--- config.mk ---
export PLATFORM = sky130hd
export DESIGN_NAME = fp_acc
export DESIGN_NICKNAME = d
export VERILOG_FILES = /design/src/rtl/fp_acc_pkg.sv /design/src/rtl/fp_req_tgl.sv /design/src/rtl/fp_acc.sv
export SDC_FILE = /design/constraint.sdc
export NUM_CORES = 1
export LEC_CHECK = 0
export BUFFER_PORTS_ARGS = -buffer_cell sky130_fd_sc_hd__buf_4
export CAP_MARGIN = 20
export CORE_UTILIZATION = 30
export DETAILED_ROUTE_END_ITERATION = 7
export PLACE_DENSITY = 0.58
export SYNTH_ARGS = -nofsm -noshare
export SYNTH_HDL_FRONTEND = slang
export SYNTH_SLANG_ARGS = --single-unit
--- constraint.sdc ---
create_clock -name clk -period 1.6 [get_ports clk]
set_input_delay 0.24 -clock clk [delete_from_list [all_inputs] [get_ports clk]]
set_output_delay 0.24 -clock clk [all_outputs]
set_load 0.03 [all_outputs]
--- src/rtl/fp_acc_pkg.sv ---
// Shared definitions for the fp_acc accumulator: float field layout, gray-coded
// FSM states and small float field-slice helpers.
`define GRAY(b) ((b) ^ ((b) >> 1))

package fp_acc_pkg;

   localparam int FP_MSB      = 31;
   localparam int FP_FMSB     = 22;
   localparam int ACC_CW      = 8;
   localparam int ACC_TMO_CYC = 64;

   // Exponent sits between the sign bit and the fraction field.
   localparam int EMSB = FP_MSB - 1;
   localparam int ELSB = FP_FMSB + 1;
   localparam int EW   = EMSB - ELSB + 1;
   localparam logic [EW-1:0] EMSK = '1;

   typedef enum logic [3:0] {
      S_EMPTY   = `GRAY(4'd0),
      S_PART    = `GRAY(4'd1),
      S_WAIT_LO = `GRAY(4'd2),
      S_WAIT_HI = `GRAY(4'd3),
      S_OUT     = `GRAY(4'd4)
   } acc_state_e;

   function automatic logic f_sign(input logic [FP_MSB:0] f);
      return f[FP_MSB];
   endfunction

   function automatic logic [EW-1:0] f_exp(input logic [FP_MSB:0] f);
      return f[EMSB:ELSB];
   endfunction

   function automatic logic [FP_FMSB:0] f_frac(input logic [FP_MSB:0] f);
      return f[FP_FMSB:0];
   endfunction

   function automatic logic f_is_special(input logic [FP_MSB:0] f);
      return f_exp(f) == EMSK;
   endfunction

endpackage

--- src/rtl/fp_req_tgl.sv ---
// Toggle-request driver for fp_add: owns the req toggle, tracks ack going low
// then high again, and times out a stalled operation.
module fp_req_tgl
   import fp_acc_pkg::*;
#(
   parameter int TMO_CYC = ACC_TMO_CYC
) (
   input  logic clk,
   input  logic rst,
   input  logic enable,
   input  logic start,
   input  logic add_ack,
   output logic add_req,
   output logic ack_lo,
   output logic done,
   output logic timeout
);

   localparam int TW = $clog2(TMO_CYC + 1);

   typedef enum logic [1:0] {PH_IDLE, PH_LO, PH_HI} phase_e;

   phase_e        phase_q, phase_d;
   logic          req_q, req_d;
   logic [TW-1:0] tmr_q, tmr_d;

   assign add_req = req_q;
   assign ack_lo  = (phase_q == PH_LO) && !add_ack;
   assign done    = (phase_q == PH_HI) && add_ack;
   assign timeout = (phase_q != PH_IDLE) && (tmr_q == TW'(TMO_CYC - 1));

   always_comb begin
      phase_d = phase_q;
      req_d   = req_q;
      tmr_d   = tmr_q;
      if (start) begin
         req_d   = ~req_q;
         tmr_d   = '0;
         phase_d = PH_LO;
      end else if (phase_q != PH_IDLE) begin
         tmr_d = tmr_q + 1'b1;
         if (done || timeout)
            phase_d = PH_IDLE;
         else if (ack_lo)
            phase_d = PH_HI;
      end
      // The request level is held across disable so fp_add sees no new edge.
      if (!enable) begin
         phase_d = PH_IDLE;
         tmr_d   = '0;
         req_d   = req_q;
      end
   end

   // NOTE: sequential state uses non-blocking assignments only, so every flop
   // samples the values computed in always_comb before any of them update.
   always_ff @(posedge clk) begin
      if (rst) begin
         phase_q <= PH_IDLE;
         req_q   <= 1'b0;
         tmr_q   <= '0;
      end else begin
         phase_q <= phase_d;
         req_q   <= req_d;
         tmr_q   <= tmr_d;
      end
   end

endmodule

--- src/rtl/fp_acc.sv ---
// Streaming float accumulator: sums each operand group through fp_add and
// emits one sum, operand count and timeout flag per group.
module fp_acc
   import fp_acc_pkg::*;
#(
   parameter int MSB     = FP_MSB,
   parameter int FMSB    = FP_FMSB,
   parameter int CW      = ACC_CW,
   parameter int TMO_CYC = ACC_TMO_CYC
) (
   input  logic          clk,
   input  logic          rst,
   input  logic          enable,
   input  logic          in_valid,
   output logic          in_ready,
   input  logic [MSB:0]  in_data,
   input  logic          in_last,
   output logic          out_valid,
   input  logic          out_ready,
   output logic [MSB:0]  out_data,
   output logic [CW-1:0] out_count,
   output logic          out_err,
   output logic          add_req,
   input  logic          add_ack,
   output logic [MSB:0]  add_op1,
   output logic [MSB:0]  add_op2,
   input  logic [MSB:0]  add_res
);

   if (FMSB >= MSB - 1) begin : g_bad_fmsb
      $error("fp_acc: FMSB must leave room for sign and exponent");
   end

   acc_state_e    state_q, state_d;
   logic [MSB:0]  acc_q, acc_d;
   logic [MSB:0]  op1_q, op1_d;
   logic [MSB:0]  op2_q, op2_d;
   logic [CW-1:0] cnt_q, cnt_d;
   logic          err_q, err_d;
   logic          last_q, last_d;
   logic          start, ack_lo, done, timeout, in_fire;

   assign in_ready  = enable && !rst && (state_q == S_EMPTY || state_q == S_PART);
   assign in_fire   = in_valid && in_ready;
   assign out_valid = (state_q == S_OUT);
   assign out_data  = acc_q;
   assign out_count = cnt_q;
   assign out_err   = err_q;
   assign add_op1   = op1_q;
   assign add_op2   = op2_q;

   fp_req_tgl #(.TMO_CYC(TMO_CYC)) u_req_tgl (
      .clk     (clk),
      .rst     (rst),
      .enable  (enable),
      .start   (start),
      .add_ack (add_ack),
      .add_req (add_req),
      .ack_lo  (ack_lo),
      .done    (done),
      .timeout (timeout)
   );

   // NOTE: every always_comb output gets a default first, so no path can
   // leave a signal unassigned and infer a latch.
   always_comb begin
      state_d = state_q;
      acc_d   = acc_q;
      op1_d   = op1_q;
      op2_d   = op2_q;
      cnt_d   = cnt_q;
      err_d   = err_q;
      last_d  = last_q;
      start   = 1'b0;
      case (state_q)
         S_EMPTY: if (in_fire) begin
            acc_d   = in_data;
            cnt_d   = CW'(1);
            err_d   = 1'b0;
            state_d = in_last ? S_OUT : S_PART;
         end
         S_PART: if (in_fire) begin
            op1_d   = acc_q;
            op2_d   = in_data;
            last_d  = in_last;
            cnt_d   = (cnt_q == '1) ? cnt_q : cnt_q + 1'b1;
            start   = 1'b1;
            state_d = S_WAIT_LO;
         end
         S_WAIT_LO: if (timeout) begin
            err_d   = 1'b1;
            state_d = S_OUT;
         end else if (ack_lo) begin
            state_d = S_WAIT_HI;
         end
         // A completed result wins over a timeout landing on the same cycle.
         S_WAIT_HI: if (done) begin
            acc_d   = add_res;
            state_d = last_q ? S_OUT : S_PART;
         end else if (timeout) begin
            err_d   = 1'b1;
            state_d = S_OUT;
         end
         S_OUT: if (out_ready) state_d = S_EMPTY;
         default: state_d = S_EMPTY;
      endcase
      if (!enable) begin
         state_d = S_EMPTY;
         start   = 1'b0;
      end
   end

   always_ff @(posedge clk) begin
      if (rst) begin
         state_q <= S_EMPTY;
         acc_q   <= '0;
         op1_q   <= '0;
         op2_q   <= '0;
         cnt_q   <= '0;
         err_q   <= 1'b0;
         last_q  <= 1'b0;
      end else begin
         state_q <= state_d;
         acc_q   <= acc_d;
         op1_q   <= op1_d;
         op2_q   <= op2_d;
         cnt_q   <= cnt_d;
         err_q   <= err_d;
         last_q  <= last_d;
      end
   end

endmodule

==> results of run 1 <==
[path summary, 6_finish.rpt]
path,start,end
setup / recovery,state_q[2],in_ready
hold / removal,in_data[14],add_op2[14]
setup reg to reg,state_q[2],out_count[6]
hold reg to reg,add_op1[26],add_op1[26]
[placed cells by master (no fill, tap or decap), types with 3 or more instances in the layout]
master / synthesis / routed
clkinvlp_4: 0 / 3
inv_1: 7 / 7
buf_12: 0 / 6
mux2i_4: 0 / 5
mux2i_1: 36 / 18
nor2_1: 48 / 26
clkbuf_8: 0 / 4
a21oi_2: 0 / 3
nand3_1: 5 / 5
xor2_1: 3 / 3
o21ai_0: 7 / 5
o211ai_1: 3 / 3
buf_16: 0 / 3
clkinv_2: 0 / 3
dfxtp_1: 119 / 107
nand2b_1: 4 / 4
clkbuf_16: 0 / 20
mux2i_2: 0 / 13
nand2_1: 144 / 143
a21oi_1: 76 / 73
dfxtp_4: 0 / 3
xnor2_1: 3 / 3
dfxtp_2: 0 / 9
or4_4: 0 / 4
buf_6: 4 / 7
a211oi_2: 28 / 30
nor2_4: 1 / 11
nor2_2: 0 / 12
buf_4: 5 / 233
[registers in the layout (all words and copies together) (netlist names)]
name	flops
u_req_tgl.phase_q	2
add_op1	32
last_q	1
add_op2	32
out_count	8
state_q	3
u_req_tgl.add_req	1
out_err	1
out_data	32
u_req_tgl.tmr_q	7
[stage by stage]
step / power, W / std cells
after floorplan: 0.003665 / 570
after global placement: 0.004043 / 972
after detailed placement: 0.004057 / 972
after CTS: 0.007833 / 1014
after global routing: 0.008106 / 1028
final: 0.007819 / 1028
[timing repair]
action,in CTS,in global routing
gates cloned,3,3
setup buffers,9,13
endpoints found under the setup margin,88,86
gates resized for setup,21,51
pin swaps,2,13
[per-layer routing]
metal | share of wire | global-route usage | vias up
li1 | - | - | 2415
met1 | 0.44 | 0.2286 | 2375
met2 | 0.50 | 0.3212 | 132
met3 | 0.047 | 0.04668 | 18
met4 | 0.012 | 0.05943 | 0
met5 | 0 | 0 | -
[final cells by class]
class / count / area, um^2 / area share
multi-input cells: 404 / 2773 / 0.3403
flip-flops and latches: 119 / 2405 / 0.2952
repair buffers: 252 / 2096 / 0.2573
clock buffers: 23 / 509.2 / 0.06251
well taps: 216 / 270.3 / 0.03317
clock inverters: 7 / 67.56 / 0.008294
inverters: 7 / 26.28 / 0.003225
[logic make-up (layout without fill, tap and decap cells)]
logic type | Yosys count | in the layout
adders and majority gates | 3 | 3
xor gates and xnor gates | 6 | 6
AOI/OAI and AO/OA | 132 | 132
muxes | 36 | 36
and+or+nand+nor | 227 | 227
buffers and inverters | 47 | 289
DFF | 119 | 119
[power groups by stage]
| stage | Combinational, W | Clock [W] | Sequential (W) |
|---|---|---|---|
| floorplan | 0.000364 | 0 | 0.00330 |
| global placement | 0.000870 | 0 | 0.00317 |
| detailed placement | 0.000883 | 0 | 0.00317 |
| CTS | 0.000947 | 0.00377 | 0.00311 |
| global route | 0.00106 | 0.00392 | 0.00312 |
| finish | 0.00100 | 0.00371 | 0.00311 |
[critical path, stage by stage, from the launching register on]
cell	delay [ns]
dfxtp_2	0.34
buf_12	0.13
nor4b_4	0.25
buf_4	0.17
buf_6	0.12
==> summary.md, run 1 <==
| Metric | Value |
|---|---|
| Reg2Reg Setup Slack | `-0.04 ns` |
| Vias post-DR | `4940` |
| Fraction of layout cells with a size suffix above 1 | `0.4877` |
| CORE AREA | `16120 um^2` |
| Power Dens Cells | `959.8 nW/um^2` |
| Die ar. | `17240 um^2` |
| Largest cells by area after synthesis | `dfxtp_1 (47%), nand2_1 (11%), a21oi_1 (7.6%)` |
| Vias per inst | `4.805` |
| Final Cell Area | `8147 um^2` |
| Antenna viol nets, final | `0` |
| Combinational share of power | `0.128` |
| Net load switching power | `0.001947 W` |
| RSZ-0062 raised after global routing | `yes` |
| CTS root buffer | `clkbuf_16` |
| Synth cell count leaders | `nand2_1 (144), dfxtp_1 (119), a21oi_1 (76)` |
| Crit path DAT | `1.43 ns` |
| Seq pwr share | `0.398` |
| Max Freq | `599.8 MHz` |
| Required time worst endpoint | `1.36 ns` |
| Inserted Clock Buffers | `17` |
| Worst min-delay path class | `input port to flop` |
| Cell accounting for the most synthesized area | `dfxtp_1` |
| Die Wd | `131.3 um` |
| Most frequent cell after synthesis | `nand2_1` |
| #FFs+latches synth | `119` |
| DRC Markers | `0` |
| Syn Area/Cell | `8.800 um^2` |
| Largest family of logic cells by synthesized area | `simple AND/OR/NAND/NOR gates` |
| Pint | `0.005872 W` |
| Final core occ | `0.5055` |
| Ys Warns | `0` |
| Mapped Nets | `643` |
| Row count | `46` |
| Post-Synth Adder-Cell Area | `0.006984` |
| Hold Vio Cnt, Final | `0` |
| Largest net degree at the start of global routing | `52` |
| Area Growth Syn to Fin | `62.41%` |
| Crit path max fanout | `6` |
| RD Place Congestion | `0.8436` |
| Post-DP HPWL | `10520 um` |
| Switching share of power | `0.2490` |
| Worst slew pin tran | `0.6566 ns` |
| Initial DRC count | `175` |
| Tot GR Track Use | `0.1872` |
| Worst hold stages | `3` |
| Fin crit share | `1.042` |
| Synthesized-area fraction occupied by ao, oa, aoi and oai cells | `0.1903` |
| Post-layout minimum cycle time | `1.667 ns` |
| Worst Reg2Reg Path Length in Cells | `6` |
| Layout net count | `874` |
| Post-Place Worst Slack | `-0.08565 ns` |
| Relative slew slack | `0.5622` |
| Status | `complete, but fails checks` |
| Xor/xnor cell area share of the yosys netlist | `0.01048` |
| Final worst setup slack | `-0.06715 ns` |
| Longest Clk Path Bufs | `2` |
| Wire length per cell | `16.24 um` |
| Post-DP Area | `6998 um^2` |
| Synth Flop Type | `dfxtp_1` |
| Global-route wire length before repair | `25760 um` |
| WL final | `16700 um` |
| Yosys top cell area share | `0.4749` |
| Post-synthesis sequential area ratio | `0.4749` |
| Static leakage | `3.193 nW` |
| Worst setup path class | `flop to primary output` |
| Post-synth cell types | `47` |
| Max VDD drop | `0.7386 mV` |
| GRT overflow | `0` |
| Initial Util | `0.3113` |
| Worst Hold Margin | `0.08045 ns` |
| N_diodes | `0` |
| Max cap viols | `0` |
| Post-synth EDFFs | `0` |
| Clk pwr share | `0.474` |
| Die Span Y | `131.3 um` |
| Post-synthesis simple-gate area fraction | `0.1981` |
| Vias in the first global route | `4963` |
| CTS clk-pin slew, worst paths | `0.06 ns` |
| Async SR Flop Fraction | `0` |
| Max-slew violations | `0` |
| H-Tree Depth | `4` |
| Syn Std Cell Area | `5016 um^2` |
| Layout filler cell count | `1543` |
| Worst Skew | `0.008544 ns` |
| Post-Synthesis Cells | `570` |
| Post-CTS Hold Buffers | `0` |
| Initial antenna violation count | `0` |
| Multiplexer share of the synthesized area | `0.07184` |
| DR pass1 iterations | `4` |
| Startpoint types | `flop` |
| Clk Latency, worst-skew pair | `0.42 ns` |
| CTS Sinks | `119` |
| Failing checks | `setup timing` |
| CP Capture Type | `primary output` |
| Setup TNS | `-0.1880 ns` |
| Number of port buffers | `178` |
| Num ports | `179` |
| CTS tree | `built` |
| Final setup fails | `12` |
Note: power is estimated with default switching activity, not from simulation.
==> inputs of run 2 (changes only) <==
==> constraint.sdc (replaced) <==
create_clock -name clk -period 1.6 [get_ports clk]
set_input_delay 0.08 -clock clk [delete_from_list [all_inputs] [get_ports clk]]
set_output_delay 0.08 -clock clk [all_outputs]
set_load 0.03 [all_outputs]
==> run 2 against run 1 <==
  * The flow still finishes with violations (setup timing)
  * Sequential share of layout area increased by 0.14 points
  * Worst hold slack worse by 0.056 ns
  * First-iteration DRC count up 10%
  * Sequential power about the same
  * Critical path depth up 1
  * Clock skew rose by 0.00069 ns
  * Total power is 3.8% lower
  * Clock power fell by 8.1%
==> summary.md, run 2 (synthesis gave the netlist of run 1 again) <==
| Metric | Value |
|---|---|
| RSZ-0062 raised after global routing | `yes (unchanged)` |
| Hold Vio Cnt, Final | `0 (unchanged)` |
| Multi-input gate area | `2610 um^2 (was 2773 um^2)` |
| Die ar. | `17240 um^2 (unchanged)` |
| DR pass1 iterations | `5 (was 4)` |
| Worst Skew | `0.009234 ns (was 0.008544 ns)` |
| CORE AREA | `16120 um^2 (unchanged)` |
| Inserted Clock Buffers | `17 (unchanged)` |
| Fraction of layout cells with a size suffix above 1 | `0.4232 (was 0.4877)` |
| Status | `complete, but fails checks (unchanged)` |
| Max Freq | `601.2 MHz (was 599.8 MHz)` |
| Power Dens Cells | `930.0 nW/um^2 (was 959.8 nW/um^2)` |
| WL final | `16030 um (was 16700 um)` |
| Antenna viol nets, final | `0 (unchanged)` |
| Max VDD drop | `0.7148 mV (was 0.7386 mV)` |
| Layout filler cell count | `1508 (was 1543)` |
| Die Span Y | `131.3 um (unchanged)` |
| Relative slew slack | `0.5083 (was 0.5622)` |
| Placed insts | `970 (was 972)` |
| N_diodes | `0 (unchanged)` |
| Crit path DAT | `2.01 ns (was 1.43 ns)` |
| Row count | `46 (unchanged)` |
| Max cap viols | `0 (unchanged)` |
| Global-route wire length before repair | `25440 um (was 25760 um)` |
| Final setup fails | `1 (was 12)` |
| DRC Markers | `0 (unchanged)` |
| Largest stage delay, worst path | `0.52 ns (was 0.34 ns)` |
| Worst slew pin tran | `0.7375 ns (was 0.6566 ns)` |
| Longest Clk Path Bufs | `2 (unchanged)` |
| CTS Sinks | `119 (unchanged)` |
| CP Capture Type | `flop (was primary output)` |
| CTS tree | `built (unchanged)` |
| Most common cell after layout, fill and taps aside | `buf_4 (unchanged)` |
| Largest net degree at the start of global routing | `59 (was 52)` |
| Max-slew violations | `0 (unchanged)` |
| RD Place Congestion | `0.8417 (was 0.8436)` |
| Vias post-DR | `4997 (was 4940)` |
| Register Area | `2400 um^2 (was 2405 um^2)` |
| Final non-filler cell total | `1043 (was 1028)` |
| Fin crit share | `1.040 (was 1.042)` |
| Final core occ | `0.5021 (was 0.5055)` |
| Initial DRC count | `193 (was 175)` |
| Clk Latency, worst-skew pair | `0.42 ns (about the same)` |
| Post-DP HPWL | `10630 um (was 10520 um)` |
| GRT overflow | `0 (unchanged)` |
| Wire length per cell | `15.37 um (was 16.24 um)` |
| Worst min-delay path class | `input port to flop (unchanged)` |
| CP cell instances | `buf_6 > nor4b_4 > nand2_2 > or4_4 > a21oi_2 (was buf_12 > nor4b_4 > buf_4 > buf_6)` |
| Area Growth Syn to Fin | `61.31% (was 62.41%)` |
| Failing checks | `setup timing (unchanged)` |
| Num ports | `179 (unchanged)` |
| CTS root buffer | `clkbuf_16 (unchanged)` |
| Slowest CP cell | `or4_4 (was dfxtp_2)` |
| Die Wd | `131.3 um (unchanged)` |
| Tot GR Track Use | `0.1864 (was 0.1872)` |
| Vias in the first global route | `5011 (was 4963)` |
| Setup TNS | `-0.06333 ns (was -0.1880 ns)` |
| Worst setup path class | `flop to flop (was flop to primary output)` |
| Startpoint types | `flop (unchanged)` |
| H-Tree Depth | `4 (unchanged)` |
| Initial Util | `0.3113 (unchanged)` |
| Final worst setup slack | `-0.06333 ns (was -0.06715 ns)` |
| Crit path max fanout | `8 (was 6)` |
| Layout net count | `888 (was 874)` |
| Vias per inst | `4.791 (was 4.805)` |
| Initial antenna violation count | `0 (unchanged)` |
| Static leakage | `3.181 nW (was 3.193 nW)` |
| Required time worst endpoint | `1.95 ns (was 1.36 ns)` |
| Post-layout minimum cycle time | `1.663 ns (was 1.667 ns)` |
| CTS clk-pin slew, worst paths | `0.05 ns (was 0.06 ns)` |
| Number of port buffers | `178 (unchanged)` |
| Most frequent cells in the layout | `buf_4 (211), nand2_1 (143), dfxtp_1 (111) (was buf_4 (233), nand2_1 (143), dfxtp_1 (107))` |
[run 2: per-layer routing]
| layer | wire, um | track usage |
|---|---|---|
| met5 | 0 | 0 |
| met4 | 416 | 0.09044 |
| met3 | 891 | 0.05324 |
| met2 | 7816 | 0.3061 |
| met1 | 6909 | 0.2227 |
[run 2: worst paths after layout]
kind,to,cells after the start,start,slack [ns]
max,out_count[4],5,state_q[2],-0.06
min,u_req_tgl.phase_q[0],3,add_ack,0.02
max reg2reg,out_count[4],5,state_q[2],-0.06
min reg2reg,add_op2[28],2,add_op2[28],0.45
[run 2: layout make-up]
class | instances | share of cell area
Clock inverter | 10 | 0.006804
Sequential cell | 119 | 0.2966
Tap cell | 216 | 0.03340
Timing Repair Buffer | 266 | 0.2793
Clock buffer | 21 | 0.05814
Multi-Input combinational cell | 404 | 0.3226
Inverter | 7 | 0.003247
[run 2: critical path: cells and delay by family, from the launching register on]
family / cells / cell delay (ns)
AO/OA/AOI/OAI: 1 / 0.11
AND/OR/NAND/NOR: 3 / 1.00
buffers and inverters: 1 / 0.12
flip-flops: 1 / 0.36
[run 2: where the power goes]
group | switching (W) | internal [W]
Sequential | 0.0000820 | 0.00304
Clock | 0.00134 | 0.00206
Combinational | 0.000515 | 0.000486
Total | 0.00194 | 0.00558
[run 2: metrics by stage]
| stage | total power, W | cell area, um^2 | worst slack (ns) | hold WS, ns |
|---|---|---|---|---|
| floorplan | 0.003665 | 5165 | -0.1779 | 0.2130 |
| global placement | 0.004040 | 6958 | -0.03417 | 0.3167 |
| detailed placement | 0.004052 | 6958 | -0.1224 | 0.3229 |
| CTS | 0.007568 | 7926 | -0.01858 | 0.01217 |
| global route | 0.007830 | 8092 | -0.1335 | 0.03662 |
| finish | 0.007525 | 8092 | -0.06333 | 0.02495 |
[run 2: timing repair]
action                                  CTS  global route
hold endpoints to repair                 35             0
setup buffers                             1             5
cloned                                    2             1
endpoints found under the setup margin  103            59
resized for setup                        12            29
pin swaps                                 2            17
hold buffers                             34             0
